### config.mk
export PLATFORM = sky130hd
export DESIGN_NAME = accum_cpu_ctrl_flat
export DESIGN_NICKNAME = d
export VERILOG_FILES = /design/src/rtl/accum_cpu_ctrl_if.sv /design/src/rtl/accum_cpu_ctrl.sv /design/src/flat_wrapper.sv
export SDC_FILE = /design/constraint.sdc
export NUM_CORES = 1
export LEC_CHECK = 0
export CAP_MARGIN = 25
export CORE_MARGIN = 2
export CORE_UTILIZATION = 50
export DETAILED_ROUTE_END_ITERATION = 8
export PLACE_DENSITY = 0.84
export SLEW_MARGIN = 40
export SYNTH_ARGS = -nofsm -noshare
export SYNTH_HDL_FRONTEND = slang
export SYNTH_SLANG_ARGS = --single-unit
### constraint.sdc
create_clock -name clk -period 7.1 [get_ports clk]
set_input_delay 0.71 -clock clk [delete_from_list [all_inputs] [get_ports clk]]
set_output_delay 0.71 -clock clk [all_outputs]
set_load 0.02 [all_outputs]
### src/rtl/accum_cpu_ctrl_if.sv
// accum_cpu_ctrl_if: memory and ALU bus between the accumulator CPU controller and its RAM/ALU.
// Signals:
//   mem_addr/mem_wdata/mem_cs/mem_we/mem_oe  controller -> RAM
//   mem_rdata                                RAM -> controller, valid the cycle after a read request
//   alu_a/alu_b/alu_sel                      controller -> ALU
//   alu_out                                  ALU -> controller, combinational
// Modports: master = controller side, slave = RAM/ALU side.
interface accum_cpu_ctrl_if #(
    parameter int unsigned ADDR_WIDTH = 26,
    parameter int unsigned DATA_WIDTH = 32
);
    logic [ADDR_WIDTH-1:0] mem_addr;
    logic [DATA_WIDTH-1:0] mem_wdata;
    logic [DATA_WIDTH-1:0] mem_rdata;
    logic                  mem_cs;
    logic                  mem_we;
    logic                  mem_oe;
    logic [DATA_WIDTH-1:0] alu_a;
    logic [DATA_WIDTH-1:0] alu_b;
    logic [2:0]            alu_sel;
    logic [DATA_WIDTH-1:0] alu_out;

    modport master (
        output mem_addr, mem_wdata, mem_cs, mem_we, mem_oe, alu_a, alu_b, alu_sel,
        input  mem_rdata, alu_out
    );

    modport slave (
        input  mem_addr, mem_wdata, mem_cs, mem_we, mem_oe, alu_a, alu_b, alu_sel,
        output mem_rdata, alu_out
    );
endinterface

### src/rtl/accum_cpu_ctrl.sv
// accum_cpu_ctrl: multicycle fetch/decode/execute sequencer for the 32-bit accumulator CPU.
// Ports:
//   clk, rst_n       clock (rising edge), asynchronous active-low reset
//   start            one-cycle pulse that leaves IDLE and begins fetching at RESET_PC
//   bus              accum_cpu_ctrl_if.master: RAM control/data and ALU operands/result
//   pc, ir, ac       architectural register taps
//   halted           high once a HALT instruction has executed
//   step_mode, step  only when SINGLE_STEP_EN is defined: hold each fetch until a step pulse
// Instruction word: [31] immediate flag, [30:27] opcode, [26:0] address / zero-extended immediate.
module accum_cpu_ctrl #(
    parameter int unsigned ADDR_WIDTH = 26,
    parameter int unsigned DATA_WIDTH = 32,
    parameter logic [31:0] RESET_PC   = 32'h100
) (
    input  logic                  clk,
    input  logic                  rst_n,
    input  logic                  start,
`ifdef SINGLE_STEP_EN
    input  logic                  step_mode,
    input  logic                  step,
`endif
    accum_cpu_ctrl_if.master      bus,
    output logic [31:0]           pc,
    output logic [DATA_WIDTH-1:0] ir,
    output logic [DATA_WIDTH-1:0] ac,
    output logic                  halted
);
    typedef enum logic [3:0] {
        S_IDLE, S_FETCH, S_FETCH_WAIT, S_DECODE, S_MEM_RD, S_MEM_WAIT, S_EXEC, S_STORE, S_HALTED
    } state_t;

    localparam logic [3:0] OP_ADD   = 4'd0;
    localparam logic [3:0] OP_HALT  = 4'd1;
    localparam logic [3:0] OP_LOAD  = 4'd2;
    localparam logic [3:0] OP_STORE = 4'd3;
    localparam logic [3:0] OP_CLEAR = 4'd4;
    localparam logic [3:0] OP_SKIP  = 4'd5;
    localparam logic [3:0] OP_JUMP  = 4'd6;
    localparam logic [3:0] OP_SUB   = 4'd7;
    localparam logic [3:0] OP_AND   = 4'd8;
    localparam logic [3:0] OP_OR    = 4'd9;
    localparam logic [3:0] OP_NOT   = 4'd10;

    state_t                state_q, state_d;
    logic [ADDR_WIDTH-1:0] pc_q, pc_d;
    logic [DATA_WIDTH-1:0] ir_q, ir_d;
    logic [DATA_WIDTH-1:0] mbr_q, mbr_d;
    logic [DATA_WIDTH-1:0] ac_q, ac_d;
    logic                  halted_q, halted_d;
    logic [ADDR_WIDTH-1:0] mem_addr_q, mem_addr_d;
    logic [DATA_WIDTH-1:0] mem_wdata_q, mem_wdata_d;
    logic                  mem_cs_q, mem_cs_d;
    logic                  mem_we_q, mem_we_d;
    logic                  mem_oe_q, mem_oe_d;

    logic                  fetch_go;
    logic [3:0]            opcode;
    logic                  imm_flag;
    logic                  is_alu;
    logic                  ac_zero;
    logic                  skip_take;
    logic [ADDR_WIDTH-1:0] op_addr;
    logic [DATA_WIDTH-1:0] operand;
    logic [ADDR_WIDTH-1:0] pc_inc;

    // A fetch request is only issued when allowed; in step mode FETCH idles with cs low.
`ifdef SINGLE_STEP_EN
    assign fetch_go = !step_mode || step;
`else
    assign fetch_go = 1'b1;
`endif

    assign opcode    = ir_q[30:27];
    assign imm_flag  = ir_q[31];
    assign is_alu    = opcode == OP_ADD || opcode == OP_SUB || opcode == OP_AND || opcode == OP_OR;
    assign ac_zero   = ac_q == '0;
    assign op_addr   = ir_q[ADDR_WIDTH-1:0];
    assign operand   = DATA_WIDTH'(ir_q[26:0]);
    assign pc_inc    = pc_q + ADDR_WIDTH'(2);
    assign skip_take = (ir_q[11:10] == 2'b00 && ac_q[DATA_WIDTH-1]) ||
                       (ir_q[11:10] == 2'b01 && ac_zero) ||
                       (ir_q[11:10] == 2'b10 && !ac_q[DATA_WIDTH-1] && !ac_zero);

    // ALU steering is decoded straight from registered state/IR so the result is usable in-cycle.
    assign bus.alu_a   = ac_q;
    assign bus.alu_b   = state_q == S_EXEC ? mbr_q : operand;
    assign bus.alu_sel = opcode == OP_SUB ? 3'b010 :
                         opcode == OP_AND ? 3'b000 :
                         opcode == OP_OR  ? 3'b100 : 3'b001;

    always_comb begin
        state_d = state_q;
        pc_d    = pc_q;
        ir_d    = ir_q;
        mbr_d   = mbr_q;
        ac_d    = ac_q;
        case (state_q)
            S_IDLE:       state_d = start ? S_FETCH : S_IDLE;
            // Leave FETCH only after the cycle in which the read was actually issued.
            S_FETCH:      state_d = mem_cs_q ? S_FETCH_WAIT : S_FETCH;
            S_FETCH_WAIT: begin
                ir_d    = bus.mem_rdata;
                pc_d    = pc_inc;
                state_d = S_DECODE;
            end
            S_DECODE: begin
                state_d = S_FETCH;
                if (imm_flag) begin
                    if (is_alu) ac_d = bus.alu_out;
                end else begin
                    case (opcode)
                        OP_ADD, OP_LOAD, OP_SUB, OP_AND, OP_OR: state_d = S_MEM_RD;
                        OP_STORE: state_d = S_STORE;
                        OP_HALT:  state_d = S_HALTED;
                        OP_CLEAR: ac_d = '0;
                        OP_NOT:   ac_d = ~ac_q;
                        OP_JUMP:  pc_d = op_addr;
                        OP_SKIP:  pc_d = skip_take ? pc_inc : pc_q;
                        default:  ;
                    endcase
                end
            end
            S_MEM_RD:     state_d = S_MEM_WAIT;
            S_MEM_WAIT: begin
                mbr_d   = bus.mem_rdata;
                state_d = S_EXEC;
            end
            S_EXEC: begin
                ac_d    = opcode == OP_LOAD ? mbr_q : bus.alu_out;
                state_d = S_FETCH;
            end
            S_STORE: begin
                mbr_d   = ac_q;
                state_d = S_FETCH;
            end
            S_HALTED:     state_d = S_HALTED;
            default:      state_d = S_IDLE;
        endcase
    end

    // Memory pins are registered from the next state so they are glitch-free and line up
    // with the state they belong to.
    always_comb begin
        halted_d    = state_d == S_HALTED;
        mem_cs_d    = (state_d == S_FETCH && fetch_go) || state_d == S_MEM_RD || state_d == S_STORE;
        mem_we_d    = state_d == S_STORE;
        mem_oe_d    = mem_cs_d && state_d != S_STORE;
        mem_addr_d  = state_d == S_FETCH ? pc_d :
                      (state_d == S_MEM_RD || state_d == S_STORE) ? ir_d[ADDR_WIDTH-1:0] : '0;
        mem_wdata_d = ac_d;
    end

    always_ff @(posedge clk or negedge rst_n) begin
        if (!rst_n) begin
            state_q     <= S_IDLE;
            pc_q        <= RESET_PC[ADDR_WIDTH-1:0];
            ir_q        <= '0;
            mbr_q       <= '0;
            ac_q        <= '0;
            halted_q    <= 1'b0;
            mem_addr_q  <= '0;
            mem_wdata_q <= '0;
            mem_cs_q    <= 1'b0;
            mem_we_q    <= 1'b0;
            mem_oe_q    <= 1'b0;
        end else begin
            state_q     <= state_d;
            pc_q        <= pc_d;
            ir_q        <= ir_d;
            mbr_q       <= mbr_d;
            ac_q        <= ac_d;
            halted_q    <= halted_d;
            mem_addr_q  <= mem_addr_d;
            mem_wdata_q <= mem_wdata_d;
            mem_cs_q    <= mem_cs_d;
            mem_we_q    <= mem_we_d;
            mem_oe_q    <= mem_oe_d;
        end
    end

    assign bus.mem_addr  = mem_addr_q;
    assign bus.mem_wdata = mem_wdata_q;
    assign bus.mem_cs    = mem_cs_q;
    assign bus.mem_we    = mem_we_q;
    assign bus.mem_oe    = mem_oe_q;
    assign pc            = 32'(pc_q);
    assign ir            = ir_q;
    assign ac            = ac_q;
    assign halted        = halted_q;
endmodule

### src/flat_wrapper.sv
// flat-port wrapper written by rule: the top's interface ports become plain ports
module accum_cpu_ctrl_flat 
#(
    parameter int unsigned ADDR_WIDTH = 26,
    parameter int unsigned DATA_WIDTH = 32,
    parameter logic [31:0] RESET_PC   = 32'h100
)
  (clk, rst_n, start, pc, ir, ac, halted, bus_mem_addr, bus_mem_wdata, bus_mem_cs, bus_mem_we, bus_mem_oe, bus_alu_a, bus_alu_b, bus_alu_sel, bus_mem_rdata, bus_alu_out);
  accum_cpu_ctrl_if #(.ADDR_WIDTH(ADDR_WIDTH), .DATA_WIDTH(DATA_WIDTH)) bus_i ();
  input  logic clk;
  input  logic rst_n;
  input  logic start;
  output logic [31:0] pc;
  output logic [DATA_WIDTH-1:0] ir;
  output logic [DATA_WIDTH-1:0] ac;
  output logic halted;
  output wire logic [$bits(bus_i.mem_addr)-1:0] bus_mem_addr;
  output wire logic [$bits(bus_i.mem_wdata)-1:0] bus_mem_wdata;
  output wire logic [$bits(bus_i.mem_cs)-1:0] bus_mem_cs;
  output wire logic [$bits(bus_i.mem_we)-1:0] bus_mem_we;
  output wire logic [$bits(bus_i.mem_oe)-1:0] bus_mem_oe;
  output wire logic [$bits(bus_i.alu_a)-1:0] bus_alu_a;
  output wire logic [$bits(bus_i.alu_b)-1:0] bus_alu_b;
  output wire logic [$bits(bus_i.alu_sel)-1:0] bus_alu_sel;
  input wire logic [$bits(bus_i.mem_rdata)-1:0] bus_mem_rdata;
  input wire logic [$bits(bus_i.alu_out)-1:0] bus_alu_out;
  assign bus_mem_addr = bus_i.mem_addr;
  assign bus_mem_wdata = bus_i.mem_wdata;
  assign bus_mem_cs = bus_i.mem_cs;
  assign bus_mem_we = bus_i.mem_we;
  assign bus_mem_oe = bus_i.mem_oe;
  assign bus_alu_a = bus_i.alu_a;
  assign bus_alu_b = bus_i.alu_b;
  assign bus_alu_sel = bus_i.alu_sel;
  assign bus_i.mem_rdata = bus_mem_rdata;
  assign bus_i.alu_out = bus_alu_out;
  accum_cpu_ctrl #(.ADDR_WIDTH(ADDR_WIDTH), .DATA_WIDTH(DATA_WIDTH), .RESET_PC(RESET_PC)) u_core (.clk(clk), .rst_n(rst_n), .start(start), .bus(bus_i), .pc(pc), .ir(ir), .ac(ac), .halted(halted));
endmodule
Word-level counts from Yosys, hierarchy flattened

Index checks and enable logic that the tools add are counted.

Bits in registers: 156
Input port bits: 67
Output and inout bits: 225
Word-level logic and storage cells: 86

Add/sub/neg operators: 1
Equal/unequal tests: 27
Multiplexer cells: 22
Bitwise logic cells: 1
Reductions and logical operators: 24

Operators with widths:

| cell                                                | number |
|---|---|
| case mux 32 bit (2 select lines)                    | 3 |
| 2-to-1 mux 26 bit                                   | 5 |
| 2-to-1 mux 32 bit                                   | 4 |
| case mux 26 bit (2 select lines)                    | 2 |
| equality test 4 x 3 -> 1 bit, second input constant | 10 |
| zero test 32 bit                                    | 1 |
| NOT 32 bit                                          | 1 |
| case mux 4 bit (8 select lines)                     | 1 |
| adder 26 x 2 -> 26 bit, second input constant       | 1 |
| equality test 4 bit, second input constant          | 5 |
| equality test 4 x 2 -> 1 bit, second input constant | 4 |
| equality test 4 x 1 -> 1 bit, second input constant | 3 |
| case mux 4 bit (3 select lines)                     | 1 |
| 2-to-1 mux 3 bit                                    | 3 |
| zero test 4 bit                                     | 2 |
| logical OR 1 bit                                    | 8 |
| logical AND 1 bit                                   | 5 |
| OR reduction 5 bit                                  | 1 |
| 2-to-1 mux 4 bit                                    | 1 |
| != test 4 x 1 -> 1 bit, second input constant       | 1 |
| != test 4 x 3 -> 1 bit, second input constant       | 1 |
| nonzero test 2 bit                                  | 2 |
| != test 3 bit, second input constant                | 1 |
| AND reduction 3 bit                                 | 1 |
| 7 further kinds                                     | 8 |

Longest topological paths before layout

Depth after elaboration: 9
Mapped depth: 10

Worst setup path after synthesis

No wires, ideal clock.

Path kind: register to register
Start point: register u_core.pc_q[2]
End point: register u_core.mem_addr_q[19], in the netlist u_core.bus.mem_addr[19]
Data arrival time: 2.553 ns
Required time: 6.979 ns
Path slack: 4.426 ns
Stages on the path, launching flop included: 9
Clock period less this slack: 2.674 ns
Path through: dfrtp_1 ha_1 nand2_1 nor4_4 nand3_2 mux2_1 a221o_1 or3_1 a22o_1

Word-level cells in the longest chain between the ends: 6

RTL lines:

| item                                 | RTL line              | source |
|---|---|---|
| start: declaration                   | accum_cpu_ctrl.sv:45  | `logic [ADDR_WIDTH-1:0] pc_q, pc_d;` |
| start signal: assignment             | accum_cpu_ctrl.sv:156 | `pc_q <= RESET_PC[ADDR_WIDTH-1:0];` |
| start signal: assignment             | accum_cpu_ctrl.sv:168 | `pc_q <= pc_d;` |
| adder 26 x 2 -> 26 bit (*)           | accum_cpu_ctrl.sv:79  | `assign pc_inc = pc_q + ADDR_WIDTH'(2);` |
| 2-to-1 mux 26 bit                    | accum_cpu_ctrl.sv:118 | `OP_SKIP: pc_d = skip_take ? pc_inc : pc_q;` |
| case mux 26 bit (2 select lines)     | accum_cpu_ctrl.sv:111 | `case (opcode)` |
| 2-to-1 mux 26 bit                    | accum_cpu_ctrl.sv:108 | `if (imm_flag) begin` |
| case mux 26 bit (2 select lines) (*) | accum_cpu_ctrl.sv:97  | `case (state_q)` |
| named net u_core.pc_d[19]            | accum_cpu_ctrl.sv:45  |  |
| 2-to-1 mux 26 bit (*)                | accum_cpu_ctrl.sv:148 | `mem_addr_d = state_d == S_FETCH ? pc_d :` |
| named net u_core.mem_addr_d[19]      | accum_cpu_ctrl.sv:50  | `logic [ADDR_WIDTH-1:0] mem_addr_q, mem_addr_d;` |
| end signal: assignment               | accum_cpu_ctrl.sv:173 | `mem_addr_q <= mem_addr_d;` |
| end: declaration                     | accum_cpu_ctrl.sv:50  |  |

The timed path passes the listed nets; every way through them passes the cells marked *.
A chain may end at the register's enable or synchronous reset.

Final worst setup path

Start point: register u_core.state_q[1]
End point: output bus_alu_b[10]

Word-level cells in the longest chain between the ends: 2

RTL lines:

| item                         | RTL line              | source |
|---|---|---|
| start: declaration           | accum_cpu_ctrl.sv:44  | `state_t state_q, state_d;` |
| start signal: assignment     | accum_cpu_ctrl.sv:167 | `state_q <= state_d;` |
| equality test 4 x 3 -> 1 bit | accum_cpu_ctrl.sv:86  | `assign bus.alu_b = state_q == S_EXEC ? mbr_q : operand;` |
| 2-to-1 mux 32 bit            | accum_cpu_ctrl.sv:86  |  |
| end: declaration             | flat_wrapper.sv:23    | `output wire logic [$bits(bus_i.alu_b)-1:0] bus_alu_b;` |

Every way passes these cells.

==> results.tsv <==
stage	metric	value	unit
outcome	status	finished, final reports clean	
placement	hpwl	23.94	mm
route	wl_per_cell	22.85	um
floorplan	die_w	142.8	um
floorplan	die_h	142.8	um
placement	postPlaceCellArea	12170	um^2
route	vias_per_cell	6.189	
layout	fin_util	67.90	%
worst_setup_path	cp_slowest_stage_delay	0.54	ns
pwr	power_density	502.8	nW/um^2
worst_setup_path	end_kind	output port	
layout	nNetsFinal	1294	
grt	grt_max_degree	87	
logic_synthesis	synth-edff-count	0	
timing	fin_crit	3.860	ns
timing	slew_headroom	42.91	%
worst_setup_path	critPathBufInv	4	
timing	worst_pin_slew	0.8517	ns
layout	drive_gt1_share	12.11	%
route	ant_nets	0	
clock_tree	ctsResizeCount	0	
worst_setup_path	crit_required	6.39	ns
timing	post-route-period-util	54.36	%
route	initialDrtViolationCount	1181	
worst_setup_path	r2r_slack	3.46	ns
layout	antennaDiodeCount	0	
worst_hold_path	holdCritPathClass	in2async	
placement	port_buffers	285	
worst_setup_path	cp_top_family	buffers and inverters	
worst_setup_path	worstPathCellList	buf_4 > inv_1 > nor3_4 > buf_4 > mux2_2 > clkdlybuf4s50_1	
floorplan	start_util	51.13	%
grt	track_usage	33.70	%
clock_tree	cts_tree	done	
logic_synthesis	syn-cell-area	9628	um^2
logic_synthesis	async_flop_share	100.0	%
route	vias	9278	
clock_tree	postCtsSetupRepairBufs	0	
timing	slew_violations	0	
worst_setup_path	cp_slowest_cell	clkdlybuf4s50_1	
clock_tree	holdBufCountCts	0	
clock_tree	numCtsBuffers	17	
grt	antenna_found_initial	0	
flow_run	drv_cap	0	
layout	fin_area	12790	um^2
floorplan	row_count	50	
floorplan	die-area	20380	um^2
clock_tree	path_clk_slew	0.06	ns
route	routed_wl	34.25	mm
clock_tree	htreeDepth	4	
clock_tree	root_buffer	clkbuf_16	
logic_synthesis	ys_ff_latch	156	
clock_tree	clockBufferDepth	2	
clock_tree	cts.sinks	156	
logic_synthesis	synthDominantCellAreaShare	40.29	%
grt	grt_pass1_wl	52.18	mm
layout	layout_commonest_cell	clkdlybuf4s50_1	
logic_synthesis	syn_area_per_cell	9.178	um^2
layout	synthToLayoutAreaGrowth	32.80	%
timing	rsz0062_at_grt	no	
floorplan	placeableCoreArea	18830	um^2
logic_synthesis	synth_top_area_cell	dfrtp_1	
timing	tns	0	ns
worst_setup_path	cpMostUsedCell	buf_4	
worst_setup_path	startpoint_type	flip-flop	
timing	timing.fmax	259.1	MHz
logic_synthesis	ys_seq_area_share	40.56	%
worst_setup_path	worstPathArrival	3.15	ns
pwr	p_leak	5.339	nW
pwr	vdd_drop_max	0.3537	mV
pwr	finalPower	6.429	mW
route	drtPass1Iterations	6	
logic_synthesis	synth_flop_cell	dfrtp_1	
timing	finalClockSkew	0.01006	ns
logic_synthesis	synth_cells	1049	
timing	hold_violations	0	
grt	gr-total-overflow	0	
worst_setup_path	critPathMaxFanout	39	
worst_setup_path	critPathKind	reg2out	
route	drc	0	
logic_synthesis	ys_warn_count	0	
clock_tree	clk_latency	0.44	ns
logic_synthesis	synthTopCellsByArea	dfrtp_1 40%, mux2_2 8.0%, nand2_1 6.9%	
timing	setup_violations	0	
grt	grt_pass1_vias	8873	
floorplan	io_pins	292	
layout	final_cell_mix	284 x clkdlybuf4s50_1, 177 x nand2_1, 154 x dfrtp_1, 76 x nor2_1, 68 x mux2_2	
placement	gp_congestion	0.9781	
layout	fillers	1504	
logic_synthesis	ys_types	79	
==> flip-flops by register name, summed over array words and instances (netlist names) <==
signal and count:
u_core.ac 32, u_core.bus.mem_addr 26, u_core.bus.mem_cs 1, u_core.bus.mem_oe 1
u_core.bus.mem_we 1, u_core.halted 1, u_core.ir 32, u_core.mbr_q 32
u_core.pc_q 26, u_core.state_q 4
==> layout make-up <==
type                            instances  area, um^2  area share (%)
Sequential cell                       156        3906           30.55
Inverter                               13       48.80          0.3816
Tap cell                              260       325.3           2.544
Multi-Input combinational cell        736        4905           38.36
Clock buffer                           18       429.2           3.356
Timing Repair Buffer                  302        2988           23.37
Clock inverter                         14       183.9           1.438
==> through the flow <==
stage / cells / setup slack [ns] / hold WS [ns]
finish: 1499 / 3.240 / 0.3336
detailed placement: 1467 / 3.528 / 0.4940
global route: 1499 / 3.111 / 0.3967
CTS: 1499 / 3.198 / 0.3732
floorplan: 1054 / 4.426 / 0.4144
global placement: 1467 / 3.679 / 0.4859
==> synth_stat cells (6+ instances only) <==
library cell	count
o311ai_2	7
nor2_1	79
and2_1	8
and3_1	10
a22o_1	17
o31ai_1	6
o21ai_0	56
a221oi_1	8
mux2_2	68
clkbuf_1	59
dfrtp_1	155
o22ai_1	6
a22oi_1	7
buf_4	70
nand2b_1	6
inv_1	11
a21oi_1	33
a221o_1	36
a211oi_1	6
nor3_1	18
nand3_1	15
o211ai_1	14
nand2_1	177
buf_2	13
a21o_1	7
mux2i_1	41
a31oi_1	12
nor4_1	12
nand4_1	10
==> worst paths after layout <==
path	startpoint	endpoint	cells past startpoint
worst max-delay path	u_core.state_q[1]$_DFF_PN0_	bus_alu_b[10]	6
worst min-delay path	rst_n	u_core.mbr_q[4]$_DFFE_PN0P_	1
worst max register to register	u_core.state_q[1]$_DFF_PN0_	u_core.bus.mem_addr[5]$_DFF_PN0_	9
worst min register to register	u_core.ir[26]$_DFFE_PN0P_	u_core.ir[26]$_DFFE_PN0P_	2
max in group asynchronous	rst_n	u_core.ir[2]$_DFF_PN0_	2
min in group clk	u_core.ir[26]$_DFFE_PN0P_	u_core.ir[26]$_DFFE_PN0P_	2
==> report_power, final <==
group / internal [mW] / leakage [nW] / switching, mW
Combinational: 1.60 / 3.13 / 2.01
Clock: 0.560 / 0.295 / 0.404
Sequential: 1.26 / 1.91 / 0.586
==> cell families (layout without fill, tap and decap cells) <==
kind of cell,count (synthesis),in the layout,synth area share [%]
compound gates,245,245,19.00
xor+xnor,3,3,0.2730
fa+ha+maj,1,1,0.1299
buf+inv,162,347,9.305
flops,156,156,40.56
mux,110,110,12.33
other cells,1,6,0.03895
simple gates,371,371,18.36
==> metal layers <==
layer | vias up | GRT usage, % | wire length [um]
met2 | 531 | 57.03 | 16770
met1 | 4554 | 42.04 | 13180
li1 | 4112 | - | -
met5 | - | 0 | 0
met4 | 0 | 13.24 | 1175
met3 | 81 | 7.512 | 3118
(Power assumes the default switching activity.)
